## config.mk

```make
export PLATFORM = sky130hd
export DESIGN_NAME = uart_tx_buffer
export DESIGN_NICKNAME = d
export VERILOG_FILES = /design/src/rtl/uart_tx_buffer_pkg.sv /design/src/rtl/uart_sync_fifo.sv /design/src/rtl/uart_tx_buffer.sv
export SDC_FILE = /design/constraint.sdc
export NUM_CORES = 1
export LEC_CHECK = 0
export BUFFER_PORTS_ARGS = -buffer_cell sky130_fd_sc_hd__buf_4
export CAP_MARGIN = 25
export CORE_UTILIZATION = 43
export DETAILED_ROUTE_END_ITERATION = 12
export GPL_TIMING_DRIVEN = 0
export HOLD_SLACK_MARGIN = 0.02
export SYNTH_ARGS = -nofsm -noshare
export SYNTH_HDL_FRONTEND = slang
export SYNTH_SLANG_ARGS = --single-unit
```

## constraint.sdc

```tcl
create_clock -name clk -period 3.1 [get_ports clk]
set_input_delay 0.155 -clock clk [delete_from_list [all_inputs] [get_ports clk]]
set_output_delay 0.155 -clock clk [all_outputs]
set_load 0.02 [all_outputs]
```

## src/rtl/uart_tx_buffer_pkg.sv

```systemverilog
// uart_tx_buffer_pkg: sequencer state encoding and byte width shared by the tx buffer files
package uart_tx_buffer_pkg;
  localparam int BYTE_W = 8;
  localparam logic [1:0] IDLE = 2'd0;
  localparam logic [1:0] START = 2'd1;
  localparam logic [1:0] WAIT_BUSY = 2'd2;
  localparam logic [1:0] WAIT_DONE = 2'd3;
endpackage

```

## src/rtl/uart_sync_fifo.sv

```systemverilog
// uart_sync_fifo: byte FIFO with occupancy count, full/empty decode and sticky overflow on dropped writes
module uart_sync_fifo
  import uart_tx_buffer_pkg::*;
#(
  parameter int DEPTH = 16,
  parameter int ADDR_W = 4
) (
  input  logic              clk,
  input  logic              rst,
  input  logic              wr_en,
  input  logic [BYTE_W-1:0] wr_data,
  input  logic              rd_en,
  input  logic              ovf_clr,
  output logic [BYTE_W-1:0] rd_data,
  output logic              full,
  output logic              empty,
  output logic [ADDR_W:0]   count,
  output logic              overflow
);
  logic [BYTE_W-1:0] mem_q [DEPTH];
  logic [ADDR_W-1:0] wr_ptr_q, wr_ptr_d, rd_ptr_q, rd_ptr_d;
  logic [ADDR_W:0] count_q, count_d;
  logic ovf_q, ovf_d, wr_ok;
  assign full = count_q == (ADDR_W+1)'(DEPTH);
  assign empty = count_q == '0;
  assign count = count_q;
  assign overflow = ovf_q;
  assign rd_data = mem_q[rd_ptr_q];
  always_comb begin
    wr_ok = wr_en && !full;
    wr_ptr_d = wr_ok ? wr_ptr_q + 1'b1 : wr_ptr_q;
    rd_ptr_d = rd_en ? rd_ptr_q + 1'b1 : rd_ptr_q;
    count_d = (wr_ok && !rd_en) ? count_q + 1'b1 : (rd_en && !wr_ok) ? count_q - 1'b1 : count_q;
    ovf_d = (wr_en && full) ? 1'b1 : ovf_clr ? 1'b0 : ovf_q;
  end
  always_ff @(posedge clk)
    if (wr_ok) mem_q[wr_ptr_q] <= wr_data;
  always_ff @(posedge clk)
    if (rst) begin
      wr_ptr_q <= '0;
      rd_ptr_q <= '0;
      count_q <= '0;
      ovf_q <= 1'b0;
    end else begin
      wr_ptr_q <= wr_ptr_d;
      rd_ptr_q <= rd_ptr_d;
      count_q <= count_d;
      ovf_q <= ovf_d;
    end
endmodule

```

## src/rtl/uart_tx_buffer.sv

```systemverilog
// uart_tx_buffer: queues host bytes and issues them one frame at a time to the UART transmitter
module uart_tx_buffer
  import uart_tx_buffer_pkg::*;
#(
  parameter int DEPTH = 16,
  parameter int ADDR_W = 4
) (
  input  logic              clk,
  input  logic              rst,
  input  logic [BYTE_W-1:0] wr_data,
  input  logic              wr_en,
  input  logic              ovf_clr,
  input  logic              t_busy,
  output logic              full,
  output logic              empty,
  output logic [ADDR_W:0]   count,
  output logic              overflow,
  output logic [BYTE_W-1:0] tx_data,
  output logic              t_start
);
  logic [1:0] state_q, state_d;
  logic [BYTE_W-1:0] tx_data_q, tx_data_d, rd_data;
  logic t_start_q, t_start_d, pop;
  uart_sync_fifo #(.DEPTH(DEPTH), .ADDR_W(ADDR_W)) u_fifo (
    .clk(clk),
    .rst(rst),
    .wr_en(wr_en),
    .wr_data(wr_data),
    .rd_en(pop),
    .ovf_clr(ovf_clr),
    .rd_data(rd_data),
    .full(full),
    .empty(empty),
    .count(count),
    .overflow(overflow)
  );
  assign tx_data = tx_data_q;
  assign t_start = t_start_q;
  always_comb begin
    pop = state_q == IDLE && !empty;
    t_start_d = pop;
    tx_data_d = pop ? rd_data : tx_data_q;
    state_d = pop ? START
            : state_q == START ? WAIT_BUSY
            : (state_q == WAIT_BUSY && t_busy) ? WAIT_DONE
            : (state_q == WAIT_DONE && !t_busy) ? IDLE
            : state_q;
  end
  always_ff @(posedge clk)
    if (rst) begin
      state_q <= IDLE;
      tx_data_q <= '0;
      t_start_q <= 1'b0;
    end else begin
      state_q <= state_d;
      tx_data_q <= tx_data_d;
      t_start_q <= t_start_d;
    end
endmodule

```

==> key figures <==
STA
  – Final setup fails: 0
  – Worst slew margin: 0.354
  – Slew @ Worst Pin: approximately 0.97 ns
  – Final period utilization: 0.956
  – Max Transition Viols Final: 0
  – Final-report hold violation count: 0
  – Fin crit period: around 3 ns
  – Max Clk Rate: about 340 MHz
  – RSZ-0062 raised after global routing: false
  – Layout Skew: slightly below 0.01 ns

Clock tree
  – Clock insertion delay at the later pin of the skew report: approximately 0.43 ns
  – Clk root buf: clkbuf_16
  – CTS tree: yes
  – Number of H-tree levels: 4
  – Worst-case clock buffer depth: 2
  – Reg clk slew, reported paths: approximately 0.07 ns
  – # clock sinks: about 150
  – Total CTS buffers: 17

Placement
  – Routability Congestion: 0.780
  – Hpwl dp: roughly 8 mm
  – Port-buffer cells: 28
  – Cell count after placement: 549

Power
  – Pwr Density: between 800 and 900 nW/µm²
  – Total power: roughly 6300 µW
  – Max VDD drop: around 0.4 mV
  – Leak: approximately 0.0024 µW

Synthesis
  – Top_reg_cell synth: edfxtp_1
  – XOR/XNOR share of the synthesized area: 0.0114
  – Adder-cell area share of the yosys netlist: 0.0236
  – Ys async rst share: 0
  – Yosys warns: 0
  – Synthesized flop and latch total: 153
  – Post-synthesis simple-gate area fraction: 0.0542
  – Mapped Avg Cell Area: ~18 µm²
  – Distinct cells, synth: 34
  – Main combinational cell family by area after synthesis: multiplexers
  – Post-synthesis mux area share: 0.150
  – Synth Instances: about 340
  – Synth Cell Area: just over 6000 µm²
  – Post-synth EDFFs: roughly 130
  – Net count after synthesis: roughly 360
  – Synth Area in Compound Gates: 0.0326
  – Sequential share of the synthesized area: 0.708

Critical path
  – CP Max Fanout: 10
  – Worst EP required: ~3.4 ns
  – R2r worst-path depth: 10
  – R2r setup slk: around 0.14 ns
  – R2r startpoint: u_fifo.count[0]
  – Worst Setup End Kind: flop
  – Crit Path Category: flop to flop
  – CP Launch Type: flop
  – Worst Path Arrival: about 3.3 ns
  – Worst r2r dst: u_fifo.count[4]

Finish
  – Layout cells sized above 1: 0.286
  – Diode count: 0
  – Final net count: between 400 and 500
  – Final Non-Filler Cells: about 590
  – Filler cells: roughly 1100
  – Multi-input gate area: 1680 µm²
  – Register cell area after layout: between 4000 and 5000 µm²
  – Layout Area Growth over Synthesis: 18.3%

Hold path
  – WHS Endpoint: u_fifo.mem_q[8][1]
  – Hold Path Origin: wr_data[1]
  – Hold Path Depth: 1
  – HP Class: input pin to flop

Die
  – Starting Density: 0.442
  – Rows: between 40 and 50
  – Core ar.: 13900 µm²
  – Die H: between 100 and 150 µm
  – Die width: 121 µm
  – Number of I/O pins: 30
  – Die Area: approximately 15000 µm²

Route
  – DRT iter0 DRCs: 260
  – DRT Pass-1 Iters: 4
  – DRC viols: 0
  – Metal3 WL: between 400 and 500 µm
  – WL met1: 5.42 mm
  – Max Used Layer: met4
  – Routed WL per cell: between 20 and 25 µm
  – DR WL met2: roughly 6 mm
  – Number of routed nets with antenna violations: 0
  – Routed WL: ~12 mm
  – Vias: approximately 3100
  – Vias per cell: 5.35

Run
  – Max-Cap Viols: 0

Global route
  – GRT Residual Overflow: 0
  – Global-route wire length before repair: approximately 19 mm
  – Maximum number of pins on one net before global-route repair: 17
  – Total Routing Usage GR: 0.184
  – Vias in the first global route: approximately 3300
  – Initial antenna violation count: 0

Outcome
  – Outcome: finished, final reports clean
[area by class of cell]
| class | instances | area share |
|---|---|---|
| Timing Repair Buffer | 35 | 0.0376 |
| Sequential cell | 153 | 0.598 |
| Tap cell | 180 | 0.0310 |
| Multi-Input combinational cell | 160 | 0.232 |
| Inverter | 7 | 0.00362 |
| Clock buffer | 20 | 0.0601 |
| Buffer | 19 | 0.0140 |
| Clock inverter | 12 | 0.0239 |
[cell families (layout without fill, tap and decap cells)]
| family | Yosys count | count (layout) |
|---|---|---|
| flops | 153 | 153 |
| simple gates | 69 | 69 |
| mux | 52 | 52 |
| buf+inv | 26 | 93 |
| compound gates | 20 | 20 |
| fa+ha+maj | 11 | 11 |
| xor+xnor | 8 | 8 |
[metal layers]
layer | up-vias | track usage
met5 | - | 0
li1 | 1438 | -
met3 | 19 | 0.0555
met4 | 0 | 0.0872
met1 | 1594 | 0.233
met2 | 82 | 0.288
[what timing repair did]
item | in CTS | in global routing
pin swaps | 1 | 0
buffers inserted | 1 | 0
endpoints found under the setup margin | 1 | 1
hold buffers | 4 | 0
endpoints found under the hold margin | 5 | 0
gates resized for setup | 0 | 2
[power by group]
group	switching, µW	internal (µW)	total, µW
Sequential	111	2390	2500
Combinational	870	753	1620
Clock	793	1340	2140
[metrics by stage]
stage / setup TNS, ns / worst slack, ns / instance area (µm²) / hold WS, ns / utilization
2_1_floorplan: 0 / 0.170 / 6140 / 0.254 / -
3_3_place_gp: -0.0590 / -0.0590 / 6570 / 0.395 / 0.474
5_1_grt: 0 / 0.0114 / 7260 / 0.0230 / 0.523
6_report: 0 / 0.137 / 7260 / 0.0403 / 0.523
4_1_cts: 0 / 0.0566 / 7260 / 0.0249 / 0.523
3_5_place_dp: -0.0741 / -0.0741 / 6600 / 0.398 / 0.475
[flip-flops by register name, summed over array words and instances, names as in the netlist]
name,flops
tx_data,8
u_fifo.mem_q,128
u_fifo.rd_ptr_q,4
u_fifo.wr_ptr_q,4
t_start,1
u_fifo.count,5
state_q,2
u_fifo.overflow,1
[cell usage in the layout, fill, tap and decap left out, types with 2 or more instances in the layout]
| cell type | Yosys | layout |
|---|---|---|
| mux4_2 | 32 | 32 |
| nand2b_1 | 2 | 2 |
| dfxtp_1 | 25 | 25 |
| clkinv_2 | 0 | 2 |
| nor3_2 | 0 | 2 |
| clkinvlp_4 | 0 | 3 |
| inv_1 | 7 | 7 |
| buf_1 | 2 | 2 |
| bufinv_16 | 0 | 4 |
| buf_4 | 1 | 31 |
| nor2_1 | 35 | 35 |
| edfxtp_1 | 128 | 128 |
| xnor2_1 | 2 | 2 |
| xor2_1 | 6 | 6 |
| dlygate4sd3_1 | 0 | 4 |
| nand3b_1 | 8 | 8 |
| a21oi_1 | 8 | 8 |
| o221ai_2 | 8 | 8 |
| nor2b_1 | 2 | 2 |
| ha_1 | 10 | 9 |
| buf_6 | 2 | 3 |
| buf_2 | 6 | 6 |
| or3_1 | 2 | 2 |
| nand3_1 | 2 | 2 |
| nand2_1 | 8 | 8 |
| nor3_1 | 5 | 3 |
| clkbuf_1 | 8 | 11 |
| mux2i_1 | 19 | 19 |
| clkbuf_16 | 0 | 17 |
[critical path, cell delays in order (launching register included)]
cell,delay (ns)
dfxtp_1,0.37
or4_4,0.59
o21ai_4,0.18
buf_6,0.17
ha_2,0.20
inv_1,0.10
ha_1,0.30
a21o_1,0.16
a21oi_1,0.18
mux2i_1,0.24
mux2_2,0.35
[how the worst max path moves through the flow]
| stage | startpoint | end | slack (ns) | depth (start not counted) |
|---|---|---|---|---|
| 2_1_floorplan | u_fifo.count[0] | u_fifo.count[4] | 0.17 | 10 |
| 3_3_place_gp | u_fifo.count[0] | u_fifo.count[4] | -0.06 | 10 |
| 3_5_place_dp | u_fifo.count[0] | u_fifo.count[4] | -0.07 | 10 |
| 4_1_cts | u_fifo.count[0] | u_fifo.count[4] | 0.06 | 10 |
| 5_1_grt | u_fifo.count[0] | u_fifo.count[4] | 0.01 | 10 |
| 6_report | u_fifo.count[0] | u_fifo.count[4] | 0.14 | 10 |
[synth_stat cells, types with 2 or more instances]
master / count / area (µm²)
dfxtp_1: 25 / 500
nor2_1: 35 / 131
nor2b_1: 2 / 12.5
xor2_1: 6 / 52.6
xnor2_1: 2 / 17.5
ha_1: 10 / 125
o221ai_2: 8 / 120
nand3_1: 2 / 10.0
buf_6: 2 / 22.5
nor3_1: 5 / 25.0
a21oi_1: 8 / 40.0
nand3b_1: 8 / 60.1
mux2i_1: 19 / 190
or3_1: 2 / 12.5
inv_1: 7 / 26.3
nand2_1: 8 / 30.0
clkbuf_1: 8 / 30.0
mux4_2: 32 / 721
nand2b_1: 2 / 12.5
edfxtp_1: 128 / 3840
buf_2: 6 / 30.0
buf_1: 2 / 7.51
Power figures use the tool's default switching activity.
